--- config.mk ---
export PLATFORM = sky130hd
export DESIGN_NAME = sbox_lane_sched_flat
export DESIGN_NICKNAME = d
export VERILOG_FILES = /design/src/rtl/aes_pkg.sv /design/src/rtl/sbox_lane_sched_if.sv /design/src/rtl/sbox_lane_sched.sv /design/src/flat_wrapper.sv
export SDC_FILE = /design/constraint.sdc
export NUM_CORES = 1
export LEC_CHECK = 0
export CORE_UTILIZATION = 50
export DETAILED_ROUTE_END_ITERATION = 7
export PLACE_DENSITY = 0.84
export SLEW_MARGIN = 20
export SYNTH_ARGS = -nofsm -noshare
export SYNTH_HDL_FRONTEND = slang
export SYNTH_SLANG_ARGS = --single-unit
--- constraint.sdc ---
create_clock -name clk -period 5.7 [get_ports clk]
set_input_delay 0.57 -clock clk [delete_from_list [all_inputs] [get_ports clk]]
set_output_delay 0.57 -clock clk [all_outputs]
set_load 0.1 [all_outputs]
--- src/rtl/aes_pkg.sv ---
// Shared types and GF(2^8) helpers for the time-multiplexed S-box lane.
// Imported by the lane, the scheduler and its handshake interface.
package aes_pkg;

    typedef enum logic [1:0] {
        IDLE = 2'd0,
        DATA = 2'd1,
        DONE = 2'd2
    } state_t;

    localparam logic SC_FWD  = 1'b0;
    localparam logic SC_INV  = 1'b1;
    localparam int   BLOCK_W = 128;
    localparam int   WORD_W  = 32;

    function automatic logic [7:0] rotl8(input logic [7:0] x, input int n);
        return (x << n) | (x >> (8 - n));
    endfunction

    function automatic logic [7:0] gf_mul(input logic [7:0] a, input logic [7:0] b);
        logic [7:0] p;
        logic [7:0] t;
        p = '0;
        t = a;
        for (int i = 0; i < 8; i++) begin
            if (b[i]) p = p ^ t;
            t = {t[6:0], 1'b0} ^ (t[7] ? 8'h1b : 8'h00);
        end
        return p;
    endfunction

    // a^254 is the multiplicative inverse, and maps 0 to 0
    function automatic logic [7:0] gf_inv(input logic [7:0] a);
        logic [7:0] r;
        logic [7:0] s;
        r = 8'h01;
        s = a;
        for (int i = 0; i < 7; i++) begin
            s = gf_mul(s, s);
            r = gf_mul(r, s);
        end
        return r;
    endfunction

    function automatic logic [7:0] sbox_fwd(input logic [7:0] a);
        logic [7:0] i;
        i = gf_inv(a);
        return i ^ rotl8(i, 1) ^ rotl8(i, 2) ^ rotl8(i, 3)
                 ^ rotl8(i, 4) ^ 8'h63;
    endfunction

    function automatic logic [7:0] sbox_inv(input logic [7:0] a);
        return gf_inv(rotl8(a, 1) ^ rotl8(a, 3) ^ rotl8(a, 6) ^ 8'h05);
    endfunction

endpackage

--- src/rtl/sbox_lane_sched_if.sv ---
// Request/response handshake bundle between the requesters and the
// lane scheduler: 128-bit state path plus the SubWord key path.
interface sbox_lane_sched_if;
    import aes_pkg::*;

    logic               in_valid;
    logic               in_ready;
    logic [BLOCK_W-1:0] in_data;
    logic               in_sc;
    logic               out_valid;
    logic               out_ready;
    logic [BLOCK_W-1:0] out_data;
    logic               key_valid;
    logic               key_ready;
    logic [WORD_W-1:0]  key_word;
    logic               key_out_valid;
    logic [WORD_W-1:0]  key_out;

    modport master (
        output in_valid, in_data, in_sc, out_ready, key_valid, key_word,
        input  in_ready, out_valid, out_data, key_ready,
               key_out_valid, key_out
    );

    modport slave (
        input  in_valid, in_data, in_sc, out_ready, key_valid, key_word,
        output in_ready, out_valid, out_data, key_ready,
               key_out_valid, key_out
    );

endinterface

--- src/rtl/sbox_lane_sched.sv ---
// Cycle-by-cycle arbiter sharing one 32-bit S-box lane between the
// 4-beat state path and 1-beat SubWord. Option: SBOX_SCHED_STALL_CNT_EN.
module sbox_lane_sched
    import aes_pkg::*;
#(
    parameter int BEATS = 4
`ifdef SBOX_SCHED_STALL_CNT_EN
    ,
    parameter int CNT_W = 16
`endif
) (
    input  logic              clk,
    input  logic              rst,
    sbox_lane_sched_if.slave  bus,
    output logic [WORD_W-1:0] lane_in,
    output logic              lane_sc,
    input  logic [WORD_W-1:0] lane_out
`ifdef SBOX_SCHED_STALL_CNT_EN
    ,
    output logic [CNT_W-1:0]  stall_cnt
`endif
);

    localparam int BEAT_W = $clog2(BEATS);

    state_t             r_state;
    state_t             w_state_nxt;
    logic [BEAT_W-1:0]  r_beat;
    logic               r_last_key;
    logic               r_sc;
    logic [BLOCK_W-1:0] r_held;
    logic [BLOCK_W-1:0] r_res;
    logic               r_key_vld;
    logic [WORD_W-1:0]  r_key_out;

    logic w_key_gnt;
    logic w_beat_go;
    logic w_accept;
    logic w_last_beat;

    // key wins, except it may not take two DATA cycles in a row
    assign w_key_gnt   = bus.key_valid & ((r_state != DATA) | ~r_last_key);
    assign w_beat_go   = (r_state == DATA) & ~w_key_gnt;
    assign w_accept    = bus.in_valid & bus.in_ready;
    assign w_last_beat = (r_beat == BEAT_W'(BEATS - 1));

    assign bus.in_ready      = (r_state == IDLE);
    assign bus.out_valid     = (r_state == DONE);
    assign bus.out_data      = r_res;
    assign bus.key_ready     = w_key_gnt;
    assign bus.key_out_valid = r_key_vld;
    assign bus.key_out       = r_key_out;

    always_comb begin
        w_state_nxt = r_state;
        unique case (r_state)
            IDLE:    if (w_accept) w_state_nxt = DATA;
            DATA:    if (w_beat_go && w_last_beat) w_state_nxt = DONE;
            DONE:    if (bus.out_ready) w_state_nxt = IDLE;
            default: w_state_nxt = IDLE;
        endcase
    end

    always_comb begin
        lane_in = '0;
        lane_sc = SC_FWD;
        unique case (1'b1)
            w_key_gnt: lane_in = bus.key_word;
            w_beat_go: begin
                lane_in = r_held[r_beat*WORD_W +: WORD_W];
                lane_sc = r_sc;
            end
            default: ;
        endcase
    end

    always_ff @(posedge clk) begin
        if (rst) begin
            r_state    <= IDLE;
            r_beat     <= '0;
            r_last_key <= 1'b0;
            r_sc       <= SC_FWD;
            r_held     <= '0;
            r_res      <= '0;
            r_key_vld  <= 1'b0;
            r_key_out  <= '0;
        end else begin
            r_state    <= w_state_nxt;
            r_last_key <= w_key_gnt;
            r_key_vld  <= w_key_gnt;
            if (w_key_gnt) r_key_out <= lane_out;
            if (w_accept) begin
                r_held <= bus.in_data;
                r_sc   <= bus.in_sc;
                r_beat <= '0;
            end
            if (w_beat_go) begin
                r_res[r_beat*WORD_W +: WORD_W] <= lane_out;
                r_beat <= r_beat + 1'b1;
            end
        end
    end

`ifdef SBOX_SCHED_STALL_CNT_EN
    logic [CNT_W-1:0] r_stall;

    always_ff @(posedge clk) begin
        if (rst) begin
            r_stall <= '0;
        end else if (r_state == DATA && w_key_gnt && r_stall != '1) begin
            r_stall <= r_stall + 1'b1;
        end
    end

    assign stall_cnt = r_stall;
`endif

endmodule

--- src/flat_wrapper.sv ---
// flat-port wrapper written by rule: the top's interface ports become plain ports
module sbox_lane_sched_flat import aes_pkg::*;
#(
    parameter int BEATS = 4

)
  (clk, rst, lane_in, lane_sc, lane_out, bus_in_valid, bus_in_data, bus_in_sc, bus_out_ready, bus_key_valid, bus_key_word, bus_in_ready, bus_out_valid, bus_out_data, bus_key_ready, bus_key_out_valid, bus_key_out);
  sbox_lane_sched_if bus_i ();
  input  logic clk;
  input  logic rst;
  output logic [WORD_W-1:0] lane_in;
  output logic lane_sc;
  input  logic [WORD_W-1:0] lane_out;
  input wire logic [$bits(bus_i.in_valid)-1:0] bus_in_valid;
  input wire logic [$bits(bus_i.in_data)-1:0] bus_in_data;
  input wire logic [$bits(bus_i.in_sc)-1:0] bus_in_sc;
  input wire logic [$bits(bus_i.out_ready)-1:0] bus_out_ready;
  input wire logic [$bits(bus_i.key_valid)-1:0] bus_key_valid;
  input wire logic [$bits(bus_i.key_word)-1:0] bus_key_word;
  output wire logic [$bits(bus_i.in_ready)-1:0] bus_in_ready;
  output wire logic [$bits(bus_i.out_valid)-1:0] bus_out_valid;
  output wire logic [$bits(bus_i.out_data)-1:0] bus_out_data;
  output wire logic [$bits(bus_i.key_ready)-1:0] bus_key_ready;
  output wire logic [$bits(bus_i.key_out_valid)-1:0] bus_key_out_valid;
  output wire logic [$bits(bus_i.key_out)-1:0] bus_key_out;
  assign bus_i.in_valid = bus_in_valid;
  assign bus_i.in_data = bus_in_data;
  assign bus_i.in_sc = bus_in_sc;
  assign bus_i.out_ready = bus_out_ready;
  assign bus_i.key_valid = bus_key_valid;
  assign bus_i.key_word = bus_key_word;
  assign bus_in_ready = bus_i.in_ready;
  assign bus_out_valid = bus_i.out_valid;
  assign bus_out_data = bus_i.out_data;
  assign bus_key_ready = bus_i.key_ready;
  assign bus_key_out_valid = bus_i.key_out_valid;
  assign bus_key_out = bus_i.key_out;
  sbox_lane_sched #(.BEATS(BEATS)) u_core (.clk(clk), .rst(rst), .bus(bus_i), .lane_in(lane_in), .lane_sc(lane_sc), .lane_out(lane_out));
endmodule
# After elaboration in Yosys (flattened, before gate mapping)
# Index checks and enable logic that the tools add are counted.
# word_totals
reg_bits,294
inputBits,198
elab_cells,38
out_inout_bits,197
# classes
n_mux,9
add_sub_neg,2
eq_ne,7
n_shift,3
reduce_logical,4
n_bitwise,6
# op_table
cell,count
$bwmux 128,1
$shift 32x34->128 const A,1
$shiftx 128x8->32,1
$shiftx 32x34->128,1
$pmux 32 s2,1
$neg 7->34,1
$mux 2,5
$ne 2x2->1 const B,3
$pmux 2 s3,1
$eq 2x2->1 const B,2
$and 1x1->1,3
$reduce_and 3->1,1
$add 2x1->2 const B,1
$eq 2x1->1 const B,1
$logic_not 2->1,1
$ne 2x1->1 const B,1
$not 1->1,2
$reduce_bool 2->1,1
$logic_and 1x1->1,1
$mux 1,1
$or 1x1->1,1

# Longest topological paths before layout
# Gate-level depths: netlist of the first run.
# logic_depth
depth_word,8
mapped_depth,10
ltp_nobuf,5

# Worst setup path before layout of the first run
# OpenSTA, ideal clock, no wires.
# synth_path
kind,register to output
start,register u_core.r_last_key
end,output port lane_in[22]
path_buffers,2
arrival_ns,2.678
slack_ns,2.452
stages_incl_launch_ff,6
cell_sequence,dfxtp_1 -> and3b_1 -> buf_2 -> nor2_2 -> buf_2 -> a22o_1
# synth_between
elab_chain_len,6
# synth_rtl
element,line,rtl
from (decl),sbox_lane_sched.sv:29,logic r_last_key;
from (signal assigned),sbox_lane_sched.sv:89,r_last_key <= w_key_gnt;
$not 1->1 *,sbox_lane_sched.sv:42,assign w_key_gnt = bus.key_valid & ((r_state != DATA) | ~r_last_key);
$or 1x1->1 *,sbox_lane_sched.sv:42,
$and 1x1->1 *,sbox_lane_sched.sv:42,
net bus_key_ready,flat_wrapper.sv:23,output wire logic [$bits(bus_i.key_ready)-1:0] bus_key_ready;
$not 1->1,sbox_lane_sched.sv:43,assign w_beat_go = (r_state == DATA) & ~w_key_gnt;
$and 1x1->1,sbox_lane_sched.sv:43,
$pmux 32 s2 *,sbox_lane_sched.sv:67,unique case (1'b1)
to (decl),flat_wrapper.sv:11,output logic [WORD_W-1:0] lane_in;
# Mark *: on every way through the listed nets, which the timed path passes. The rest lies on a longest branch.

# Final worst setup path of the first run
# layout_path
start,register u_core.r_beat[0]
end,output port lane_in[15]
# layout_between
elab_chain_len,2
# layout_rtl
element,line,rtl
from (decl),sbox_lane_sched.sv:28,logic [BEAT_W-1:0] r_beat;
from (signal assigned),sbox_lane_sched.sv:99,r_beat <= r_beat + 1'b1;
$shiftx 128x8->32,sbox_lane_sched.sv:70,lane_in = r_held[r_beat*WORD_W +: WORD_W];
$pmux 32 s2,sbox_lane_sched.sv:67,
# No other way between the ends.

==> flow_summary.yaml, run 1 <==
status:
  outcome: "complete, no violations"
sta:
  layout_setup_ws_ns: 1.575
  max_freq_mhz: 242.4
  setup_tns_ns: 0
  skew_ns: 0.01834
  relSlewSlack_pct: 25.20
  hold_viol: 0
  tightest_slew_ns: 1.118
  rsz0062_at_grt: "false"
  setup_viol_count_final: 0
  fin_crit_sh_pct: 72.36
  slew_viol_final: 0
  min_period_ns: 4.125
logic_synthesis:
  yosysUniqueCellTypes: 32
  ys_ff_latch: 294
  synthesis.nets: 1813
  synthCells: 1610
  avgSynthCellArea_sq_um: 8.657
  ys_warn_count: 0
  netlist_area_sq_um: 13940
  synth-seq-area-share_pct: 42.23
detailed_routing:
  avgRoutedWirePerCell_um: 22.32
  drt-initial-drc-count: 2247
  detail-route-antenna-nets: 0
  vias: 14250
  drt-total-wl_mm: 49.94
  detail_route.first_pass.iterations: 6
  drc: 0
  via_per_inst: 6.371
setup_path:
  slowest_delay_ns: 1.01
  cp-end-kind: "output pin"
  critPathKind: "flip-flop to output pin"
  critPathLaunchType: "flip-flop"
  required_ns: 5.13
  worstPathMaxFanout: 111
  crit_arrival_ns: 3.55
  cp_slowest_cell: "dfxtp_4"
  path_cells: "buf_4, mux4_2, a22o_1, buf_12"
clock_tree:
  ctsResizeCount: 0
  cts_hold_buf: 0
  clock-sinks: 294
  numCtsBuffers: 34
  cts_tree: "built"
  cts.path.max_buffers: 3
  clock_latency_ns: 0.51
  clk_pin_slew_worst_paths_ns: 0.06
  h-tree-depth: 2
  post_cts_buffers: 0
  clockRootBuffer: "clkbuf_16"
floorplanning:
  fp.dieArea_sq_um: 28550
  die_h_um: 169.0
  num_rows: 60
  start_util_pct: 51.29
  io_pins: 395
  die_width_um: 169.0
  coreArea_sq_um: 27180
global_route:
  grt-ovfl-total: 0
  first_global_vias: 13210
  grt_max_degree: 159
  grt.total_usage_pct: 33.70
  grt_antenna_before_repair: 8
  grt_pass1_wl_mm: 75.24
cells_and_area:
  syn_to_final_growth_pct: 37.07
  final-instance-count-excl-fill: 2237
  layout-drive-gt1-share_pct: 9.189
  post-route-util_pct: 70.30
  fillCellCount: 2048
  final_nets: 2041
  mostFrequentLayoutCell: "clkdlybuf4s50_1"
  mostFrequentLayoutCells: "clkdlybuf4s50_1 (359), dfxtp_1 (292), a21oi_1 (291)"
place:
  place_ws_ns: 1.978
  placed_cells: 2172
  io_buffer_count: 394
  place_congestion: 0.8996
  dpl.hpwl_mm: 31.60
pwr:
  powerDensity_nw_per_um2: 291.7
  total_power_mw: 5.573
  vdd_drop_max_mv: 0.1789
  p_leak_nw: 6.493
run:
  maxCapViolCount: 0
min_path:
  min_path_type: "flip-flop to flip-flop"
## routing by layer
| metal | vias up | global-route usage [%] | share of wire, % |
|---|---|---|---|
| met3 | 207 | 7.716 | 10 |
| met1 | 6757 | 43.28 | 38 |
| met4 | 2 | 19.09 | 5.6 |
| met5 | - | 0 | 0.024 |
| li1 | 6450 | - | - |
| met2 | 837 | 52.19 | 46 |
## final cells by class
| type | count | area (sq um) | area share, % |
|---|---|---|---|
| antenna | 4 | 10.01 | 0.05239 |
| clock buffer | 51 | 1039 | 5.436 |
| clock inverter | 8 | 140.1 | 0.7335 |
| inverter | 8 | 30.03 | 0.1572 |
| multi-input combinational | 1088 | 7103 | 37.18 |
| sequential | 294 | 5891 | 30.83 |
| tap | 372 | 465.4 | 2.436 |
| timing repair buffer | 412 | 4428 | 23.18 |
## final timing paths
check / start / endpoint / slack (ns) / depth (start not counted)
min reg2reg: u_core.r_held[68] / u_core.r_held[68] / 0.45 / 2
max reg2reg: u_core.r_beat[0] / u_core.bus.out_data[42] / 1.90 / 6
min: u_core.r_held[68] / u_core.r_held[68] / 0.45 / 2
max: u_core.r_beat[0] / lane_in[15] / 1.58 / 4
## flip-flops by register name, summed over array words and instances (netlist names)
name and cells:
u_core.bus.key_out 32, u_core.bus.out_data 128, u_core.r_beat 2, u_core.r_held 128, u_core.r_last_key 1, u_core.r_sc 1
u_core.r_state 2
## report_power, final
| group | total, mW | switching (mW) | internal [mW] |
|---|---|---|---|
| combinational | 1.09 | 0.711 | 0.381 |
| clock | 2.28 | 0.847 | 1.44 |
| sequential | 2.20 | 0.0644 | 2.13 |
| total | 5.57 | 1.62 | 3.95 |
## through the flow
stage,hold WS [ns],instance area (sq um)
after floorplan,0.4319,13940
after global placement,0.4391,17880
after detailed placement,0.4436,17880
after CTS,0.4534,19060
after global routing,0.4634,19100
final,0.4518,19110
## cell families (layout without fill, tap and decap cells)
kind of cell	after synthesis	after routing	share of synthesized area [%]
AO/OA/AOI/OAI	487	487	20.74
multiplexers	32	32	5.171
other	0	4	0
buffers and inverters	228	479	7.262
AND/OR/NAND/NOR	564	564	24.16
adder cells (fa/ha/maj)	5	5	0.4488
flip-flops	294	294	42.23
## cells in the mapped netlist
master	count	area share, %
a2111oi_0	1	0.063
a21oi_1	291	10
a22o_1	32	2.0
a32oi_1	1	0.063
and3_1	1	0.045
and3b_1	1	0.063
and4b_1	32	2.3
and4bb_2	20	1.8
buf_1	1	0.027
buf_2	86	3.1
buf_4	7	0.38
buf_6	3	0.24
clkbuf_1	123	3.3
dfxtp_1	294	42
ha_1	5	0.45
inv_1	8	0.22
mux4_2	32	5.2
nand2_1	258	6.9
nand2b_1	2	0.090
nand3_1	34	1.2
nand3b_1	1	0.054
nand4_1	128	5.7
nor2_1	4	0.11
nor2_2	1	0.045
nor2b_1	3	0.13
nor3_1	1	0.036
nor3b_1	1	0.054
nor4bb_1	76	5.5
o211ai_1	2	0.11
o21ai_0	32	1.1
o31ai_1	128	6.9
or3b_1	1	0.063
## worst max-delay path: cells and delay by family, from the launching register on
family          cells  cell delay [ns]
compound gates      1             0.26
mux                 1             0.66
flops               1             1.01
buf+inv             2             1.00
(Power assumes the default switching activity.)
==> run 2, diff against run 1 <==
--- a/config.mk
+++ b/config.mk
@@ -5,9 +5,9 @@
 export SDC_FILE = /design/constraint.sdc
 export NUM_CORES = 1
 export LEC_CHECK = 0
-export CORE_UTILIZATION = 50
+export CORE_UTILIZATION = 48
 export DETAILED_ROUTE_END_ITERATION = 7
-export PLACE_DENSITY = 0.84
+export PLACE_DENSITY = 0.81
 export SLEW_MARGIN = 20
 export SYNTH_ARGS = -nofsm -noshare
 export SYNTH_HDL_FRONTEND = slang
==> constraint.sdc (replaced) <==
create_clock -name clk -period 4.31 [get_ports clk]
set_input_delay 0.431 -clock clk [delete_from_list [all_inputs] [get_ports clk]]
set_output_delay 0.431 -clock clk [all_outputs]
set_load 0.1 [all_outputs]
==> run 2 against run 1 <==
Compared with the run above: worst hold slack worse by 0.042 ns; clock power is 16% higher; register-to-register slack worse by 0.70 ns; cell area is 0.37% lower; first-iteration DRC count is 12% lower; flip-flop and latch count stayed put.
==> flow_summary.yaml, run 2 (same netlist as run 1, synthesis figures left out) <==
cells_and_area:
  layout-drive-gt1-share_pct: 9.442
  mostFrequentLayoutCell: "clkdlybuf4s50_1"
  syn_to_final_growth_pct: 36.56
  post-route-util_pct: 66.50
  mostFrequentLayoutCells: "clkdlybuf4s50_1 (359), dfxtp_1 (292), a21oi_1 (291)"
  final_nets: 2043
sta:
  setup_viol_count_final: 0
  rsz0062_at_grt: "false"
  setup_tns_ns: 0
  min_period_ns: 3.457
  max_freq_mhz: 289.3
  relSlewSlack_pct: 24.61
  tightest_slew_ns: 1.131
  skew_ns: 0.01497
  slew_viol_final: 0
  fin_crit_sh_pct: 80.21
  hold_viol: 0
global_route:
  grt-ovfl-total: 0
  grt_pass1_wl_mm: 74.06
  grt.total_usage_pct: 32.33
  first_global_vias: 12680
  grt_max_degree: 165
  grt_antenna_before_repair: 3
floorplanning:
  die_h_um: 172.4
  die_width_um: 172.4
  fp.dieArea_sq_um: 29720
  io_pins: 395
  coreArea_sq_um: 28630
  num_rows: 62
  start_util_pct: 48.69
clock_tree:
  cts.path.max_buffers: 3
  cts_tree: "built"
  clockRootBuffer: "clkbuf_16"
  cts_hold_buf: 0
  ctsResizeCount: 0
  clock-sinks: 294
  h-tree-depth: 1
  clk_pin_slew_worst_paths_ns: 0.06
  post_cts_buffers: 0
  numCtsBuffers: 31
  clock_latency_ns: 0.57
detailed_routing:
  drt-initial-drc-count: 1986
  wl_met1_mm: 19.16
  route.met3.wl_mm: 5.287
  drc: 0
  avgRoutedWirePerCell_um: 22.22
  detail-route-antenna-nets: 0
  vias: 14050
  detail_route.first_pass.iterations: 6
  drt-total-wl_mm: 49.98
  via_per_inst: 6.246
  wl_met2_mm: 22.75
  maxUsedRoutingLayer: "met4"
setup_path:
  cp-end-kind: "output pin"
  critPathKind: "flip-flop to output pin"
  crit_arrival_ns: 3.03
  required_ns: 3.88
  critPathLaunchType: "flip-flop"
  worstPathMaxFanout: 51
min_path:
  min_path_type: "input pin to flip-flop"
pwr:
  vdd_drop_max_mv: 0.2870
  p_leak_nw: 6.476
  total_power_mw: 7.014
  powerDensity_nw_per_um2: 368.5
place:
  io_buffer_count: 394
  place_congestion: 0.8708
  dpl.hpwl_mm: 31.69
run:
  maxCapViolCount: 0
status:
  outcome: "complete, no violations"
-- run 2: where the power goes --
group | total, mW | internal, mW | switching (mW) | leakage (nW)
Combinational | 1.48 | 0.513 | 0.966 | 3.57
Clock | 2.65 | 1.53 | 1.12 | 0.512
Sequential | 2.88 | 2.82 | 0.0634 | 2.40
Total | 7.01 | 4.87 | 2.15 | 6.48
-- run 2: worst max-delay path: stages, from the launching register on --
cell and delay, ns:
dfxtp_4 0.63, buf_4 0.69, mux4_2 0.59, a22o_1 0.29
buf_12 0.19
-- run 2: layout make-up --
cell class,instances,area (sq um)
clock buffer,40,869.6
multi-input combinational,1088,7111
fill,2241,9590
antenna,1,2.502
tap,384,480.5
inverter,8,30.03
sequential,294,5891
clock inverter,17,137.6
timing repair buffer,417,4513
-- run 2: per-stage QoR --
stage	hold slack [ns]	std cells	setup slack [ns]	instance area [sq um]
2_1_floorplan	0.4319	1610	1.201	13940
3_3_place_gp	0.4389	2189	1.395	17980
3_5_place_dp	0.4424	2190	1.296	18000
4_1_cts	0.4034	2247	0.8738	19000
5_1_grt	0.4136	2248	0.7583	19030
6_report	0.4098	2249	0.8532	19030
-- run 2: final timing paths --
kind / slack [ns] / from / end / depth (start not counted)
max reg2reg: 1.20 / u_core.r_beat[0] / u_core.bus.out_data[96] / 6
min reg2reg: 0.45 / u_core.r_sc / u_core.r_sc / 2
max: 0.85 / u_core.r_beat[0] / lane_in[2] / 4
min: 0.41 / bus_in_data[1] / u_core.r_held[1] / 3
-- run 2: routing by layer --
metal  vias up  track usage (%)
met5         -                0
li1       6433                -
met2       803            50.09
met1      6645            41.76
met3       166            8.034
met4         0            16.20
